[config.mk]
export PLATFORM = sky130hd
export DESIGN_NAME = pid_term_sched
export DESIGN_NICKNAME = d
export VERILOG_FILES = /design/src/rtl/pid_pkg.sv /design/src/rtl/pid_shared_mult.sv /design/src/rtl/pid_term_sched.sv
export SDC_FILE = /design/constraint.sdc
export NUM_CORES = 1
export LEC_CHECK = 0
export BUFFER_PORTS_ARGS = -buffer_cell sky130_fd_sc_hd__clkbuf_2
export CORE_MARGIN = 5
export CORE_UTILIZATION = 60
export CTS_CLUSTER_DIAMETER = 60
export DETAILED_ROUTE_END_ITERATION = 10
export GPL_ROUTABILITY_DRIVEN = 0
export GPL_TIMING_DRIVEN = 1
export PLACE_DENSITY = 0.78
export SLEW_MARGIN = 10
export SYNTH_ARGS = -nofsm -noshare
export SYNTH_HDL_FRONTEND = slang
export SYNTH_HIERARCHICAL = 1
export SYNTH_SLANG_ARGS = --single-unit
export TNS_END_PERCENT = 5
[constraint.sdc]
create_clock -name clk -period 7.24 [get_ports clk]
set_input_delay 0.362 -clock clk [delete_from_list [all_inputs] [get_ports clk]]
set_output_delay 0.362 -clock clk [all_outputs]
set_load 0.02 [all_outputs]
[src/rtl/pid_pkg.sv]
// Shared types, widths and saturation helpers for the PID term sequencer.
// Pure combinational helpers; no state, no flow control.
package pid_pkg;

   typedef enum logic [2:0] {IDLE, CALC_P, CALC_D, CALC_I, SUM} state_t;

   localparam int ERR_W   = 10;
   localparam int TERM_W  = 14;
   localparam int INTEG_W = 18;
   localparam int DIFF_W  = 9;
   localparam int PROD_W  = 17;

   function automatic logic signed [13:0] sat14(input logic signed [14:0] v);
      if (v[14] != v[13]) begin
         return v[14] ? 14'h2000 : 14'h1FFF;
      end
      return v[13:0];
   endfunction

   function automatic logic signed [8:0] sat9(input logic signed [10:0] v);
      if ((v[10:8] != 3'b000) && (v[10:8] != 3'b111)) begin
         return v[10] ? 9'h100 : 9'h0FF;
      end
      return v[8:0];
   endfunction

   // Clamp a full multiplier product into the 14-bit term range.
   function automatic logic signed [13:0] sat_prod14(input logic signed [16:0] v);
      if ((v[16:13] != 4'b0000) && (v[16:13] != 4'b1111)) begin
         return v[16] ? 14'h2000 : 14'h1FFF;
      end
      return v[13:0];
   endfunction

endpackage

[src/rtl/pid_shared_mult.sv]
// Single signed 10x7 multiplier with its operand mux: error*P gain or diff*D gain.
// Combinational, zero latency, no flow control.
module pid_shared_mult
   import pid_pkg::*;
#(
   parameter logic [5:0] P_COEFF = 6'h05,
   parameter logic [4:0] D_COEFF = 5'h07
) (
   input  logic                     sel_d,
   input  logic signed [ERR_W-1:0]  err,
   input  logic signed [DIFF_W-1:0] diff,
   output logic signed [PROD_W-1:0] prod
);

   logic signed [ERR_W-1:0] op_a;
   logic signed [6:0]       op_b;

   always_comb begin
      op_a = err;
      op_b = {1'b0, P_COEFF};
      if (sel_d) begin
         op_a = {diff[DIFF_W-1], diff};
         op_b = {2'b00, D_COEFF};
      end
   end

   assign prod = op_a * op_b;

endmodule

[src/rtl/pid_term_sched.sv]
// Sequences P, D and I work through one shared multiplier; result 5 edges after err_vld.
// Never stalls the source: one sample is held pending while busy, later ones overwrite it.
module pid_term_sched
   import pid_pkg::*;
#(
   parameter logic [5:0] P_COEFF       = 6'h05,
   parameter logic [4:0] D_COEFF       = 5'h07,
   parameter int         D_QUEUE_DEPTH = 2
) (
   input  logic                     clk,
   input  logic                     rst_n,
   input  logic                     err_vld,
   input  logic signed [ERR_W-1:0]  err_sat,
   input  logic                     moving,
   output logic                     pid_vld,
   output logic signed [TERM_W-1:0] PID,
   output logic                     busy,
   output logic                     overrun
);

   state_t                    state_q, state_d;
   logic signed [ERR_W-1:0]   err_q, err_d;
   logic signed [ERR_W-1:0]   pend_q, pend_d;
   logic                      pending_q, pending_d;
   logic                      overrun_q, overrun_d;
   logic signed [TERM_W-1:0]  p_q, p_d;
   logic signed [TERM_W-1:0]  d_q, d_d;
   logic signed [INTEG_W-1:0] integ_q, integ_d;
   logic signed [TERM_W-1:0]  pid_q, pid_d;
   logic                      pid_vld_q, pid_vld_d;
   logic signed [ERR_W-1:0]   queue_q [D_QUEUE_DEPTH];
   logic signed [ERR_W-1:0]   queue_d [D_QUEUE_DEPTH];

   logic signed [ERR_W-1:0]   oldest;
   logic signed [ERR_W:0]     diff_full;
   logic signed [DIFF_W-1:0]  diff_sat;
   logic signed [PROD_W-1:0]  prod;
   logic signed [INTEG_W-1:0] integ_sum;
   logic                      integ_ovf;
   logic signed [TERM_W:0]    sum15;

   assign oldest    = queue_q[D_QUEUE_DEPTH-1];
   assign diff_full = {err_q[ERR_W-1], err_q} - {oldest[ERR_W-1], oldest};
   assign diff_sat  = sat9(diff_full);

   pid_shared_mult #(
      .P_COEFF (P_COEFF),
      .D_COEFF (D_COEFF)
   ) u_mult (
      .sel_d (state_q == CALC_D),
      .err   (err_q),
      .diff  (diff_sat),
      .prod  (prod)
   );

   // Overflow only possible when both operands share a sign and the result flips it.
   assign integ_sum = integ_q + {{(INTEG_W-ERR_W){err_q[ERR_W-1]}}, err_q};
   assign integ_ovf = (integ_q[INTEG_W-1] == err_q[ERR_W-1]) &&
                      (integ_sum[INTEG_W-1] != integ_q[INTEG_W-1]);

   assign sum15 = {p_q[TERM_W-1], p_q}
                + {{3{integ_q[INTEG_W-1]}}, integ_q[INTEG_W-1:6]}
                + {d_q[TERM_W-1], d_q};

   always_comb begin
      state_d   = state_q;
      err_d     = err_q;
      pend_d    = pend_q;
      pending_d = pending_q;
      overrun_d = overrun_q;
      p_d       = p_q;
      d_d       = d_q;
      integ_d   = integ_q;
      pid_d     = pid_q;
      pid_vld_d = 1'b0;
      for (int i = 0; i < D_QUEUE_DEPTH; i++) begin
         queue_d[i] = queue_q[i];
      end

      case (state_q)
         IDLE: begin
            if (pending_q) begin
               err_d     = pend_q;
               pending_d = 1'b0;
               state_d   = CALC_P;
               if (err_vld) begin
                  pend_d    = err_sat;
                  pending_d = 1'b1;
               end
            end else if (err_vld) begin
               err_d   = err_sat;
               state_d = CALC_P;
            end
         end
         CALC_P: begin
            p_d     = sat_prod14(prod);
            state_d = CALC_D;
         end
         CALC_D: begin
            d_d        = prod[TERM_W-1:0];
            queue_d[0] = err_q;
            for (int i = 1; i < D_QUEUE_DEPTH; i++) begin
               queue_d[i] = queue_q[i-1];
            end
            state_d = CALC_I;
         end
         CALC_I: begin
            if (!moving) begin
               integ_d = '0;
            end else if (!integ_ovf) begin
               integ_d = integ_sum;
            end
            state_d = SUM;
         end
         SUM: begin
            pid_d     = sat14(sum15);
            pid_vld_d = 1'b1;
            if (pending_q) begin
               err_d     = pend_q;
               pending_d = 1'b0;
               state_d   = CALC_P;
            end else begin
               state_d = IDLE;
            end
         end
         default: state_d = IDLE;
      endcase

      // In SUM the pending slot is being drained this edge, so a new sample is not an overrun.
      if (err_vld && (state_q != IDLE)) begin
         pend_d    = err_sat;
         pending_d = 1'b1;
         if (pending_q && (state_q != SUM)) begin
            overrun_d = 1'b1;
         end
      end
   end

   always_ff @(posedge clk or negedge rst_n) begin
      if (!rst_n) begin
         state_q   <= IDLE;
         err_q     <= '0;
         pend_q    <= '0;
         pending_q <= 1'b0;
         overrun_q <= 1'b0;
         p_q       <= '0;
         d_q       <= '0;
         integ_q   <= '0;
         pid_q     <= '0;
         pid_vld_q <= 1'b0;
         for (int i = 0; i < D_QUEUE_DEPTH; i++) begin
            queue_q[i] <= '0;
         end
      end else begin
         state_q   <= state_d;
         err_q     <= err_d;
         pend_q    <= pend_d;
         pending_q <= pending_d;
         overrun_q <= overrun_d;
         p_q       <= p_d;
         d_q       <= d_d;
         integ_q   <= integ_d;
         pid_q     <= pid_d;
         pid_vld_q <= pid_vld_d;
         for (int i = 0; i < D_QUEUE_DEPTH; i++) begin
            queue_q[i] <= queue_d[i];
         end
      end
   end

   assign pid_vld = pid_vld_q;
   assign PID     = pid_q;
   assign busy    = (state_q != IDLE);
   assign overrun = overrun_q;

endmodule

==> results.py <==
metrics = {
    "status": {
        "run_status": "finished clean",
    },
    "synthesis": {
        "synth_top_cell_by_area": "dfrtp_1",
        "synthTopCellsByArea": "dfrtp_1 (35%), ha_1 (10%), fa_1 (6.6%)",
        "synthesis.nets": 896,
        "synth.distinct_cells": 71,
        "synth_warnings": 6,
        "synthTopCellsByCount": "dfrtp_1 (106), nand2_1 (84), inv_1 (63)",
        "async_flop_share": 1.00,
        "yosys_register_bits": 106,
        "yosys.area_share.simple": 0.140,
        "muxShareOfSynthArea": 0.0723,
        "yosysSeqAreaShare": 0.351,
        "synth-xor-area-share": 0.0371,
        "post_synth.cell_area_avg_um2": 9.50,
        "post-synth-top-count-cell": "dfrtp_1",
        "syn_inst": 796,
        "synthFlopType": "dfrtp_1",
        "synth_area_um2": 7560,
        "synth_edf_count": 0,
        "synth_top_area_share": 0.351,
        "synth_top_family_by_area": "compound AO/OA/AOI/OAI gates",
        "synth-adder-area-share": 0.167,
        "synth_compound_area_frac": 0.182,
    },
    "setup_path": {
        "rr_endpoint": "p_q[7]",
        "startpoint": "err_q[0]",
        "start_kind": "flip-flop",
        "critPathRequiredTime_ns": 7.53,
        "r2r_slack_ns": 0.63,
        "setup.worst_path.end_class": "flip-flop",
        "crit_fanout": 13,
        "reg2regPathDepth": 27,
        "worstPathArrival_ns": 6.90,
        "critical_path_class": "flip-flop to flip-flop",
        "r2r-start": "err_q[0]",
    },
    "clock_network": {
        "cts_buffer_depth": 2,
        "htree_num_levels": 3,
        "numCtsBuffers": 9,
        "clkTransAtPathRegs_ns": 0.07,
        "insertion_delay_ns": 0.36,
        "cts_sinks": 106,
        "cts-root-buf": "clkbuf_16",
        "cts_tree": "yes",
    },
    "hold_path": {
        "min_from": "err_sat[4]",
        "holdPathEnd": "pend_q[4]",
        "hold_path.class": "primary input to flip-flop",
        "holdPathStages": 2,
    },
    "grt": {
        "grt_pass1_wl_um": 27100,
        "grt_use_total": 0.226,
        "grt_max_degree": 73,
        "antenna_found_initial": 0,
        "grt_overflow": 0,
        "grt_pass1_vias": 5901,
    },
    "detailed_routing": {
        "viasPerCell": 5.85,
        "wirelength_um": 15900,
        "drt_iter0_markers": 362,
        "post_drt_wl_per_cell_um": 16.0,
        "vias": 5811,
        "drc": 0,
        "ant_nets": 0,
        "dr.pass1.iters": 5,
    },
    "timing": {
        "maxSlewViolCount": 0,
        "max_freq_mhz": 151,
        "fin_crit_ns": 6.61,
        "tightest_slew_ns": 0.934,
        "timing.final.hold_violations": 0,
        "slew-limit-headroom": 0.373,
        "setup_viol": 0,
        "setup_tns_ns": 0,
        "fin_skew_ns": 0.00815,
        "rsz0062_at_grt": "no",
        "fin_crit_sh": 0.913,
    },
    "finish": {
        "final_area_um2": 8150,
        "fin_nets": 917,
        "diodes": 0,
        "final_layout_size_suffix_gt1_frac": 0.135,
        "area_growth_pct": 7.74,
        "finalNonFillerCells": 994,
        "post-route-util": 0.654,
    },
    "placed_design": {
        "dpl_cell_area_um2": 7840,
        "portBuffers": 30,
        "dp.cells": 977,
        "dpl.hpwl_um": 12200,
    },
    "run": {
        "cap_violations": 0,
    },
    "floorplanning": {
        "rows": 41,
        "die_width_um": 122,
        "io_pins": 31,
        "start_util": 0.607,
        "die_y_um": 122,
        "coreArea_um2": 12500,
        "die-area_um2": 14900,
    },
}
-- per-layer routing --
metal,vias to the layer above,GRT usage,routed length [um]
li1,2821,-,-
met1,2779,0.281,6980
met2,159,0.388,7680
met3,52,0.0382,626
met4,0,0.102,646
met5,-,0,0
-- metrics by stage --
step | hold slack, ns | setup slack, ns
2_1_floorplan | 0.0664 | 1.07
3_3_place_gp | 0.349 | 0.899
3_5_place_dp | 0.353 | 0.557
4_1_cts | 0.248 | 0.527
5_1_grt | 0.255 | 0.0489
6_report | 0.256 | 0.630
-- final cells by class --
| type | instances | area, um^2 |
|---|---|---|
| Timing Repair Buffer | 36 | 200 |
| Tap cell | 172 | 215 |
| Multi-Input combinational cell | 599 | 4550 |
| Clock inverter | 6 | 50.0 |
| Inverter | 65 | 244 |
| Sequential cell | 106 | 2650 |
| Fill cell | 993 | 4320 |
| Clock buffer | 10 | 239 |
-- critical path: stages, from the launching register on --
cell	delay, ns
dfrtp_1	0.43
inv_1	0.06
ha_1	0.22
fa_1	0.39
nand2b_1	0.19
a21oi_1	0.21
o31a_1	0.25
o22ai_4	0.14
nor3b_1	0.16
nor4_1	0.43
a2111oi_4	0.15
a21o_1	0.18
and2_1	0.16
a21oi_1	0.21
inv_1	0.07
ha_1	0.27
inv_1	0.05
fa_1	0.49
inv_1	0.04
ha_1	0.38
a2111oi_0	0.54
nor4_1	0.10
a21o_1	0.25
a211oi_4	0.39
and3_1	0.21
mux2_2	0.29
nand2_1	0.10
a21oi_1	0.15
-- worst max-delay path by stage --
| stage | depth (start not counted) | end | slack (ns) |
|---|---|---|---|
| after floorplan | 30 | p_q[10] | 1.07 |
| after global placement | 27 | p_q[2] | 0.90 |
| after detailed placement | 27 | p_q[6] | 0.56 |
| after CTS | 27 | p_q[7] | 0.53 |
| after global routing | 27 | p_q[12] | 0.05 |
| final | 27 | p_q[7] | 0.63 |
-- cells by family (layout without fill, tap and decap cells) --
family / count (synthesis) / after routing
other cells: 1 / 1
mux: 50 / 50
fa+ha+maj: 86 / 86
xor+xnor: 32 / 32
compound gates: 204 / 204
buf+inv: 91 / 117
flops: 106 / 106
simple gates: 226 / 226
-- flip-flops by register name (all words and copies together) (netlist names) --
signal and flops:
oldest 10, d_q 14, PID 14, state_q 3, pending_q 1, integ_q 18, err_q 10, overrun 1
pend_q 10, queue_q 10, p_q 14, pid_vld 1
-- cell usage in the layout, fill, tap and decap left out, types with 9 or more instances in the layout --
cell type	netlist	layout
dfrtp_1	106	106
nand2_1	84	84
inv_1	63	63
nor2_1	61	61
ha_1	61	61
a21oi_1	52	52
o21ai_0	48	47
mux2_2	37	37
clkbuf_2	0	29
fa_1	25	25
xnor2_1	22	22
a21o_1	20	20
o21ai_1	16	16
a22o_1	16	16
nand3_1	14	14
mux2i_1	13	13
nor2b_1	10	10
xor2_1	10	10
nand2b_1	9	9
nor3_1	9	9
and2_1	9	9
clkbuf_16	0	9
-- repair_timing --
action,in CTS,in global routing
buffers inserted,0,0
hold endpoints to repair,34,0
hold buffers,1,0
resized for setup,0,1
setup endpoints to repair,0,13
Power is not shown: default switching activity piles up to over one toggle a cycle in this logic, so the estimate is an artifact.
